--- src/rtl/psk_pkg.sv ---
// Shared PSK definitions: mode encoding, per-mode symbol geometry and mapper FSM states.
// The receiver side imports the same mode encoding so both ends agree on the constellation.
package psk_pkg;

    localparam logic MODE_BPSK = 1'b1;
    localparam logic MODE_QPSK = 1'b0;

    localparam int BPS_BPSK  = 1;
    localparam int BPS_QPSK  = 2;
    localparam int NSYM_BPSK = 8;
    localparam int NSYM_QPSK = 4;

    typedef enum logic {
        ST_IDLE = 1'b0,
        ST_RUN  = 1'b1
    } psk_state_e;

endpackage

--- src/rtl/psk_const_map.sv ---
// Combinational constellation lookup: (mode, symbol bits) -> (I, Q) at +/-AMP.
// In BPSK only sym[1] is meaningful and drives both rails.
module psk_const_map
    import psk_pkg::*;
#(
    parameter int WIDTH = 16,
    parameter int AMP   = 8192
) (
    input  logic                    mode,
    input  logic [1:0]              sym,
    output logic signed [WIDTH-1:0] i_val,
    output logic signed [WIDTH-1:0] q_val
);

    localparam logic signed [WIDTH-1:0] POS_AMP = WIDTH'(AMP);
    localparam logic signed [WIDTH-1:0] NEG_AMP = -POS_AMP;

    // Select the constellation point for the current mode
    always_comb begin
        i_val = sym[1] ? POS_AMP : NEG_AMP;
        if (mode == MODE_BPSK) begin
            q_val = i_val;
        end else begin
            q_val = sym[0] ? POS_AMP : NEG_AMP;
        end
    end

endmodule

--- src/rtl/psk_symbol_mapper.sv ---
// Byte stream to BPSK/QPSK I/Q symbols with rectangular SPS-fold upsampling.
// Bytes reload seamlessly at end_of_byte; mode is only sampled when a byte loads.
module psk_symbol_mapper
    import psk_pkg::*;
#(
    parameter int WIDTH = 16,
    parameter int SPS   = 8,
    parameter int AMP   = 8192
) (
    input  logic                    clk,
    input  logic                    rst,
    input  logic                    is_bpsk,
    input  logic [7:0]              s_tdata,
    input  logic                    s_tvalid,
    output logic                    s_tready,
    input  logic                    s_tlast,
    output logic signed [WIDTH-1:0] out_I_tdata,
    output logic                    out_I_tvalid,
    output logic signed [WIDTH-1:0] out_Q_tdata,
    output logic                    out_Q_tvalid,
    output logic                    sym_tick,
    output logic                    is_bpsk_used,
    output logic                    busy,
    output logic                    frame_done
);

    localparam int                SAMP_W    = (SPS > 1) ? $clog2(SPS) : 1;
    localparam logic [SAMP_W-1:0] SAMP_LAST = SAMP_W'(SPS - 1);

    psk_state_e              state_r, state_nxt_s;
    logic [SAMP_W-1:0]       samp_cnt_r;
    logic [2:0]              sym_cnt_r;
    logic [2:0]              sym_last_s;
    logic [7:0]              shreg_r, shreg_shift_s;
    logic                    mode_r, tlast_r, tick_r, valid_r, frame_done_r;
    logic                    eob_s, load_s, map_mode_s;
    logic [1:0]              map_sym_s;
    logic signed [WIDTH-1:0] i_r, q_r, map_i_s, map_q_s;

    psk_const_map #(.WIDTH(WIDTH), .AMP(AMP)) u_map (
        .mode  (map_mode_s),
        .sym   (map_sym_s),
        .i_val (map_i_s),
        .q_val (map_q_s)
    );

    // Handshake, end-of-byte detection and mapper input selection
    always_comb begin
        sym_last_s    = (mode_r == MODE_QPSK) ? 3'(NSYM_QPSK - 1) : 3'(NSYM_BPSK - 1);
        eob_s         = (state_r == ST_RUN) && (samp_cnt_r == SAMP_LAST) && (sym_cnt_r == sym_last_s);
        s_tready      = (state_r == ST_IDLE) || eob_s;
        load_s        = s_tvalid && s_tready;
        shreg_shift_s = (mode_r == MODE_BPSK) ? (shreg_r << BPS_BPSK) : (shreg_r << BPS_QPSK);
        if (load_s) begin
            map_mode_s = is_bpsk;
            map_sym_s  = s_tdata[7:6];
        end else begin
            map_mode_s = mode_r;
            map_sym_s  = shreg_shift_s[7:6];
        end
    end

    // Next-state logic
    always_comb begin
        state_nxt_s = state_r;
        case (state_r)
            ST_IDLE: begin
                if (load_s) begin
                    state_nxt_s = ST_RUN;
                end else begin
                    state_nxt_s = ST_IDLE;
                end
            end
            ST_RUN: begin
                if (eob_s && !load_s) begin
                    state_nxt_s = ST_IDLE;
                end else begin
                    state_nxt_s = ST_RUN;
                end
            end
            default: state_nxt_s = ST_IDLE;
        endcase
    end

    // State register
    always_ff @(posedge clk) begin
        if (rst) begin
            state_r <= ST_IDLE;
        end else begin
            state_r <= state_nxt_s;
        end
    end

    // Datapath: byte load, symbol stepping and registered I/Q outputs
    always_ff @(posedge clk) begin
        if (rst) begin
            samp_cnt_r   <= '0;
            sym_cnt_r    <= 3'd0;
            shreg_r      <= 8'd0;
            mode_r       <= MODE_BPSK;
            tlast_r      <= 1'b0;
            tick_r       <= 1'b0;
            valid_r      <= 1'b0;
            frame_done_r <= 1'b0;
            i_r          <= '0;
            q_r          <= '0;
        end else begin
            valid_r      <= 1'b1;
            frame_done_r <= eob_s && tlast_r;
            if (load_s) begin
                samp_cnt_r <= '0;
                sym_cnt_r  <= 3'd0;
                shreg_r    <= s_tdata;
                mode_r     <= is_bpsk;
                tlast_r    <= s_tlast;
                tick_r     <= 1'b1;
                i_r        <= map_i_s;
                q_r        <= map_q_s;
            end else if (eob_s) begin
                samp_cnt_r <= '0;
                sym_cnt_r  <= 3'd0;
                tick_r     <= 1'b0;
                i_r        <= '0;
                q_r        <= '0;
            end else if (state_r == ST_RUN && samp_cnt_r == SAMP_LAST) begin
                samp_cnt_r <= '0;
                sym_cnt_r  <= sym_cnt_r + 3'd1;
                shreg_r    <= shreg_shift_s;
                tick_r     <= 1'b1;
                i_r        <= map_i_s;
                q_r        <= map_q_s;
            end else if (state_r == ST_RUN) begin
                samp_cnt_r <= samp_cnt_r + SAMP_W'(1);
                tick_r     <= 1'b0;
            end else begin
                tick_r     <= 1'b0;
                i_r        <= '0;
                q_r        <= '0;
            end
        end
    end

    assign out_I_tdata  = i_r;
    assign out_Q_tdata  = q_r;
    assign out_I_tvalid = valid_r;
    assign out_Q_tvalid = valid_r;
    assign sym_tick     = tick_r;
    assign is_bpsk_used = mode_r;
    assign busy         = (state_r == ST_RUN);
    assign frame_done   = frame_done_r;

endmodule
--- config.mk ---
export PLATFORM = sky130hd
export DESIGN_NAME = psk_symbol_mapper
export DESIGN_NICKNAME = d
export VERILOG_FILES = /design/src/rtl/psk_pkg.sv /design/src/rtl/psk_const_map.sv /design/src/rtl/psk_symbol_mapper.sv
export SDC_FILE = /design/constraint.sdc
export NUM_CORES = 1
export LEC_CHECK = 0
export ABC_AREA = 1
export ABC_CLOCK_PERIOD_IN_PS = 2300
export BUFFER_PORTS_ARGS = -buffer_cell sky130_fd_sc_hd__buf_2
export CAP_MARGIN = 10
export CORE_ASPECT_RATIO = 0.5
export CORE_UTILIZATION = 31
export DETAILED_ROUTE_END_ITERATION = 6
export PLACE_DENSITY = 0.52
export SLEW_MARGIN = 5
export SYNTH_ARGS = -nofsm -noshare
export SYNTH_HDL_FRONTEND = slang
export SYNTH_SLANG_ARGS = --single-unit
export TNS_END_PERCENT = 1
--- constraint.sdc ---
create_clock -name clk -period 2.3 [get_ports clk]
set_clock_uncertainty 0.15 [all_clocks]
set_input_delay 0.115 -clock clk [delete_from_list [all_inputs] [get_ports clk]]
set_output_delay 0.115 -clock clk [all_outputs]
set_load 0.01 [all_outputs]
## Word-level counts from Yosys, hierarchy flattened

Cells that the tools add are included.

| word-level totals | value |
|---|---|
| logic and storage cells | 53 |
| output and inout bits | 39 |
| input port bits | 13 |
| bits in registers | 51 |

| operators by class | value |
|---|---|
| equality and inequality tests | 4 |
| bitwise operators | 1 |
| add/sub/neg operators | 2 |
| muxes and demuxes | 24 |
| reduce and logical (&&, ||, !) cells | 11 |

Operator list:

| cell | number |
|---|---|
| $mux W16 | 10 |
| $mux W7 | 3 |
| $mux W8 | 1 |
| $mux W1 | 7 |
| $add A3 B1 Y3 const B | 2 |
| $logic_and A1 B1 Y1 | 5 |
| $ne A4 B1 Y1 const B | 1 |
| $reduce_or A4 Y1 | 1 |
| $eq A3 B3 Y1 | 1 |
| $eq A3 B3 Y1 const B | 1 |
| $mux W3 | 1 |
| $reduce_or A3 Y1 | 1 |
| $mux W2 | 1 |
| $ne A2 B1 Y1 const B | 1 |
| $pmux W1 S2 | 1 |
| $reduce_and A2 Y1 | 1 |
| $reduce_bool A2 Y1 | 1 |
| $logic_not A1 Y1 | 1 |
| $logic_or A1 B1 Y1 | 1 |
| $not A1 Y1 | 1 |

## Depth between registers and ports, before layout

| depth | value |
|---|---|
| depth after elaboration | 11 |
| mapped depth | 13 |
| mapped depth without buffers | 13 |

## Hierarchy

Synthesis repeated with hierarchy kept, for this count alone.

| second synthesis, totals | value |
|---|---|
| cells, all modules | 421 |
| area, all modules | 2882.8 um^2 |

Modules (own cells, without submodules):

| module | sequential area each (um^2) | times used | cells an instance | area an instance (um^2) |
|---|---|---|---|---|
| psk_symbol_mapper | 1021.0 | 1 | 383 | 2627.5 |
| psk_const_map | 0.0 | 1 | 38 | 255.2 |

## Worst setup path before layout

Ideal clock, no wire load.

| timing | value |
|---|---|
| path kind | reg-to-reg |
| from | reg samp_cnt_r[0] |
| to | reg q_r[14], in the netlist out_Q_tdata[14] |
| required time | 2.037 ns |
| setup slack | 0.557 ns |
| stages on the path, launching flop included | 14 |
| setup time | 0.113 ns |
| period minus slack after synthesis | 1.743 ns |
| arrival | 1.480 ns |
| buffers on the path | 1 |
| cell sequence | dfxtp_1 -> ha_1 -> ha_1 -> nand2_4 -> nor2_8 -> nand3_4 -> nand2_4 -> nand2_4 -> buf_6 -> nand2_2 -> nand2_2 -> nand2_1 -> nand3_1 -> nand2_1 |

| between the ends | value |
|---|---|
| word-level cells in the longest chain between the ends | 11 |
| elaborated cells between the ends (all ways) | 14 |
| those cells by class | eq/ne: 2; mux: 8; reduce/logical: 4 |

Ends and longest elaborated chain:

| item | RTL line | text |
|---|---|---|
| start: declaration | psk_symbol_mapper.sv:31 | `logic [SAMP_W-1:0] samp_cnt_r;` |
| start signal: assignment | psk_symbol_mapper.sv:133 | `samp_cnt_r <= samp_cnt_r + SAMP_W'(1);` |
| $eq A3 B3 Y1 (*) | psk_symbol_mapper.sv:50 | `eob_s = (state_r == ST_RUN) && (samp_cnt_r == SAMP_LAST) && (sym_cnt_r == sym_last_s);` |
| $logic_and A1 B1 Y1 (*) (2 in a row) | psk_symbol_mapper.sv:50 |  |
| $logic_or A1 B1 Y1 (*) | psk_symbol_mapper.sv:51 | `s_tready = (state_r == ST_IDLE) \|\| eob_s;` |
| via s_tready | psk_symbol_mapper.sv:15 | `output logic s_tready,` |
| $logic_and A1 B1 Y1 (*) | psk_symbol_mapper.sv:52 | `load_s = s_tvalid && s_tready;` |
| $mux W2 | psk_symbol_mapper.sv:54 | `if (load_s) begin` |
| $mux W16, on equally long branches | psk_const_map.sv:24, psk_const_map.sv:20 |  |
| $mux W16 | psk_const_map.sv:21 | `if (mode == MODE_BPSK) begin` |
| $mux W16 | psk_symbol_mapper.sv:125 | `end else if (state_r == ST_RUN && samp_cnt_r == SAMP_LAST) begin` |
| $mux W16 | psk_symbol_mapper.sv:119 | `end else if (eob_s) begin` |
| $mux W16 | psk_symbol_mapper.sv:110 | `if (load_s) begin` |
| end signal: assignment | psk_symbol_mapper.sv:118 | `q_r <= map_q_s;` |
| end signal: assignment | psk_symbol_mapper.sv:131 | `q_r <= map_q_s;` |
| end: declaration | psk_symbol_mapper.sv:38 | `logic signed [WIDTH-1:0] i_r, q_r, map_i_s, map_q_s;` |

The timed path passes the listed nets; every way through them passes the cells marked *.
A chain may end at the register's enable or synchronous reset.

## Worst setup path after layout

| timing | value |
|---|---|
| from | reg samp_cnt_r[0] |
| to | reg q_r[14], in the netlist out_Q_tdata[14] |

| between the ends | value |
|---|---|
| word-level cells in the longest chain between the ends | 11 |
| elaborated cells between the ends (all ways) | 14 |
| those cells by class | eq/ne: 2; mux: 8; reduce/logical: 4 |

Ends and longest elaborated chain:

| item | RTL line |
|---|---|
| $eq A3 B3 Y1 (*) | psk_symbol_mapper.sv:50, psk_symbol_mapper.sv:125 |
| $logic_and A1 B1 Y1 (*) | psk_symbol_mapper.sv:50, psk_symbol_mapper.sv:125 |
| $logic_and A1 B1 Y1 | psk_symbol_mapper.sv:50 |
| $logic_or A1 B1 Y1 | psk_symbol_mapper.sv:51 |
| $logic_and A1 B1 Y1 | psk_symbol_mapper.sv:52 |
| $mux W2 | psk_symbol_mapper.sv:54 |
| $mux W16, on equally long branches | psk_const_map.sv:24, psk_const_map.sv:20 |
| $mux W16 | psk_const_map.sv:21 |
| $mux W16 | psk_symbol_mapper.sv:125 |
| $mux W16 | psk_symbol_mapper.sv:119 |
| $mux W16 | psk_symbol_mapper.sv:110 |

Mark *: on every way between the ends. The rest lies on a longest branch, timed or not.

==> results.sh <==
export IMPL_status="complete, no violations"
export IMPL_synth_area_leaders="dfxtp_1 33%, buf_4 18%, nand2_1 12%"
export IMPL_yosys_area_top_type="dfxtp_1"
export IMPL_cpPeakStageDelay_ps=330
export IMPL_routabilityCongestion=0.820
export IMPL_endpoint_kind="register"
export IMPL_fin_crit_ps=1910
export IMPL_cts_path_max_buffers=2
export IMPL_path_class="reg -> reg"
export IMPL_crit_slowest_cell="dfxtp_1"
export IMPL_fmax_mhz=525
export IMPL_grt_max_degree=15
export IMPL_gr_total_overflow=0
export IMPL_holdCritPathClass="in -> reg"
export IMPL_synth_edf_count=0
export IMPL_crit_top_cell="nand2_4"
export IMPL_hpwlAfterDp_um=1890
export IMPL_drt_wl_total_um=2390
export IMPL_swShare=0.280
export IMPL_final_max_slew_viol_count=0
export IMPL_avgSynthCellArea_um2=7.59
export IMPL_synthToLayoutAreaGrowth_pct=7.45
export IMPL_post_route_period_util=0.829
export IMPL_cts_root_buf="clkbuf_8"
export IMPL_synth_main_ff_cell="dfxtp_1"
export IMPL_p_int_mw=0.563
export IMPL_rsz0062_at_grt="no"
export IMPL_leakagePower_nw=0.743
export IMPL_grt_pass1_vias=826
export IMPL_timing_rr_end="out_Q_tdata[14]"
export IMPL_r2r_start="samp_cnt_r[0]"
export IMPL_firstDrtPassIters=4
export IMPL_clkTransAtPathRegs_ps=70
export IMPL_cts_tree="done"
export IMPL_path_cells="ha_1, ha_1, nand2_4, nor2_8, nand3_4, nand2_4, nand2_4, nand2_4, inv_2, nor2_4, nand3_1, nand2_1"
export IMPL_netlist_area_um2=1330
export IMPL_yosys_warnings=0
export IMPL_synth_cell_types=27
export IMPL_cp_arrival_ps=1910
export IMPL_row_count=16
export IMPL_die_h_um=48.3
export IMPL_crit_start="samp_cnt_r[0]"
export IMPL_maxCapViolations=0
export IMPL_cts_sinks=22
export IMPL_die_w_um=94.5
export IMPL_io_buffers=25
export IMPL_num_antenna_cells=0
export IMPL_grt_usage=0.108
export IMPL_avgViaCountPerCell=4.02
export IMPL_cp_start_kind="register"
export IMPL_path_max_fanout=14
export IMPL_power_switching_mw=0.219
export IMPL_drc=0
export IMPL_ir_drop_uv=224
export IMPL_pwr_share_clk=0.298
export IMPL_hold_path_depth=3
export IMPL_fillers=442
export IMPL_yosysSeqAreaShare=0.332
export IMPL_async_reset_ff_frac=0
export IMPL_hold_viol=0
export IMPL_grt_first_pass_wirelength_um=3710
export IMPL_min_to="tlast_r"
export IMPL_dieArea_um2=4560
export IMPL_ant_nets=0
export IMPL_multi_input_area_um2=653
export IMPL_synthTopCellsByCount="42 x nand2_1, 31 x buf_4, 22 x dfxtp_1"
export IMPL_stdcell_count=252
export IMPL_clkLatencyLatePin_ps=260
export IMPL_finalNetCount=216
export IMPL_seq_area_um2=440
export IMPL_dp_cells=246
export IMPL_start_util=0.332
export IMPL_layout_drive_gt1_share=0.212
export IMPL_rr_worst_depth=12
export IMPL_wl_per_cell_um=9.46
export IMPL_antenna_found_initial=0
export IMPL_critPathRequiredTime_ps=2310
export IMPL_finalSetupViolCount=0
export IMPL_num_vias=1013
export IMPL_power_frac_seq=0.526
export IMPL_fin_setup_tns_ps=0
export IMPL_drt_iter0_drc=33
export IMPL_pwr_share_comb=0.176
export IMPL_synth_seq_cells=22
export IMPL_netlist_area_leader_share=0.332
export IMPL_placeableCoreArea_um2=4000
export IMPL_cts_buffers=3
export IMPL_cts_resized=0
export IMPL_regToRegSetupSlack_ps=390
export IMPL_io_pins=52
export IMPL_syn_inst=175
export IMPL_min_delay_start="s_tlast"
export IMPL_synth_most_common_cell="nand2_1"
export IMPL_cts_max_level=1
export IMPL_p_per_area_nw_per_um2=548
[registers in the layout (all words and copies together), names as in the netlist, 2 cells and up]
register	flops
shreg_r	7
sym_cnt_r	3
out_I_tdata	2
samp_cnt_r	3
[power by group through the flow]
stage	Sequential [mW]	Clock (mW)	Combinational [mW]
final	0.412	0.233	0.138
after global routing	0.415	0.266	0.158
after CTS	0.412	0.244	0.139
after detailed placement	0.421	0	0.135
after global placement	0.421	0	0.135
after floorplan	0.420	0	0.139
[cell type report]
class,instances,share of cell area
multi-input combinational,129,0.458
sequential,22,0.309
clock buffer,3,0.0289
inverter,15,0.0430
timing repair buffer,29,0.114
tap,54,0.0474
[cell families (layout without fill, tap and decap cells)]
family / after synthesis / in the layout / share of synthesized area
simple gates: 75 / 75 / 0.284
buf+inv: 49 / 47 / 0.247
compound gates: 22 / 22 / 0.0858
flops: 22 / 22 / 0.332
fa+ha+maj: 3 / 3 / 0.0283
xor+xnor: 2 / 2 / 0.0132
other cells: 1 / 26 / 0.00282
mux: 1 / 1 / 0.00754
[worst max path at each step]
stage | slack, ps | end
detailed placement | 390 | shreg_r[1]
global route | 200 | shreg_r[2]
global placement | 430 | shreg_r[1]
floorplan | 560 | out_Q_tdata[14]
CTS | 360 | shreg_r[2]
finish | 390 | out_Q_tdata[14]
[metal layers]
| metal | share of wire | up-vias | track usage |
|---|---|---|---|
| li1 | - | 545 | - |
| met1 | 0.51 | 432 | 0.142 |
| met2 | 0.43 | 36 | 0.187 |
| met5 | 0 | - | 0 |
| met4 | 0 | 0 | 0.00909 |
| met3 | 0.052 | 0 | 0.0343 |
[worst max-delay path, delay by kind of cell, from the launching register on]
| kind | cells | cell delay (ps) |
|---|---|---|
| buffers and inverters | 1 | 140 |
| AND/OR/NAND/NOR | 9 | 760 |
| flip-flops | 1 | 330 |
| adder cells (fa/ha/maj) | 2 | 400 |
[per-stage QoR]
step / setup WS (ps) / hold slack (ps) / power, mW / utilization / instance area (µm²)
floorplan: 557 / 97.3 / 0.559 / - / 1420
global placement: 427 / 228 / 0.556 / 0.338 / 1360
detailed placement: 391 / 237 / 0.556 / 0.338 / 1360
CTS: 358 / 0.144 / 0.795 / 0.356 / 1430
global route: 203 / 7.83 / 0.839 / 0.356 / 1430
finish: 394 / 3.18 / 0.782 / 0.356 / 1430
[placed cells by master, fill, tap and decap left out, types with 2 or more instances in the layout]
cell type      instances
nor2_1                10
nand2_1               42
nand2_4                4
buf_2                 25
nand3_1               10
a21oi_1               10
conb_1                26
dfxtp_1               22
clkbuf_8               3
dlygate4sd3_1          3
o21ai_0                8
ha_1                   3
inv_1                 12
nand2_2                4
o21ai_1                2
[what timing repair did]
| action | in CTS | in global routing |
|---|---|---|
| buffers inserted | 0 | 0 |
| hold endpoints to repair | 3 | 0 |
| hold buffers | 3 | 0 |
Power figures use the tool's default switching activity.
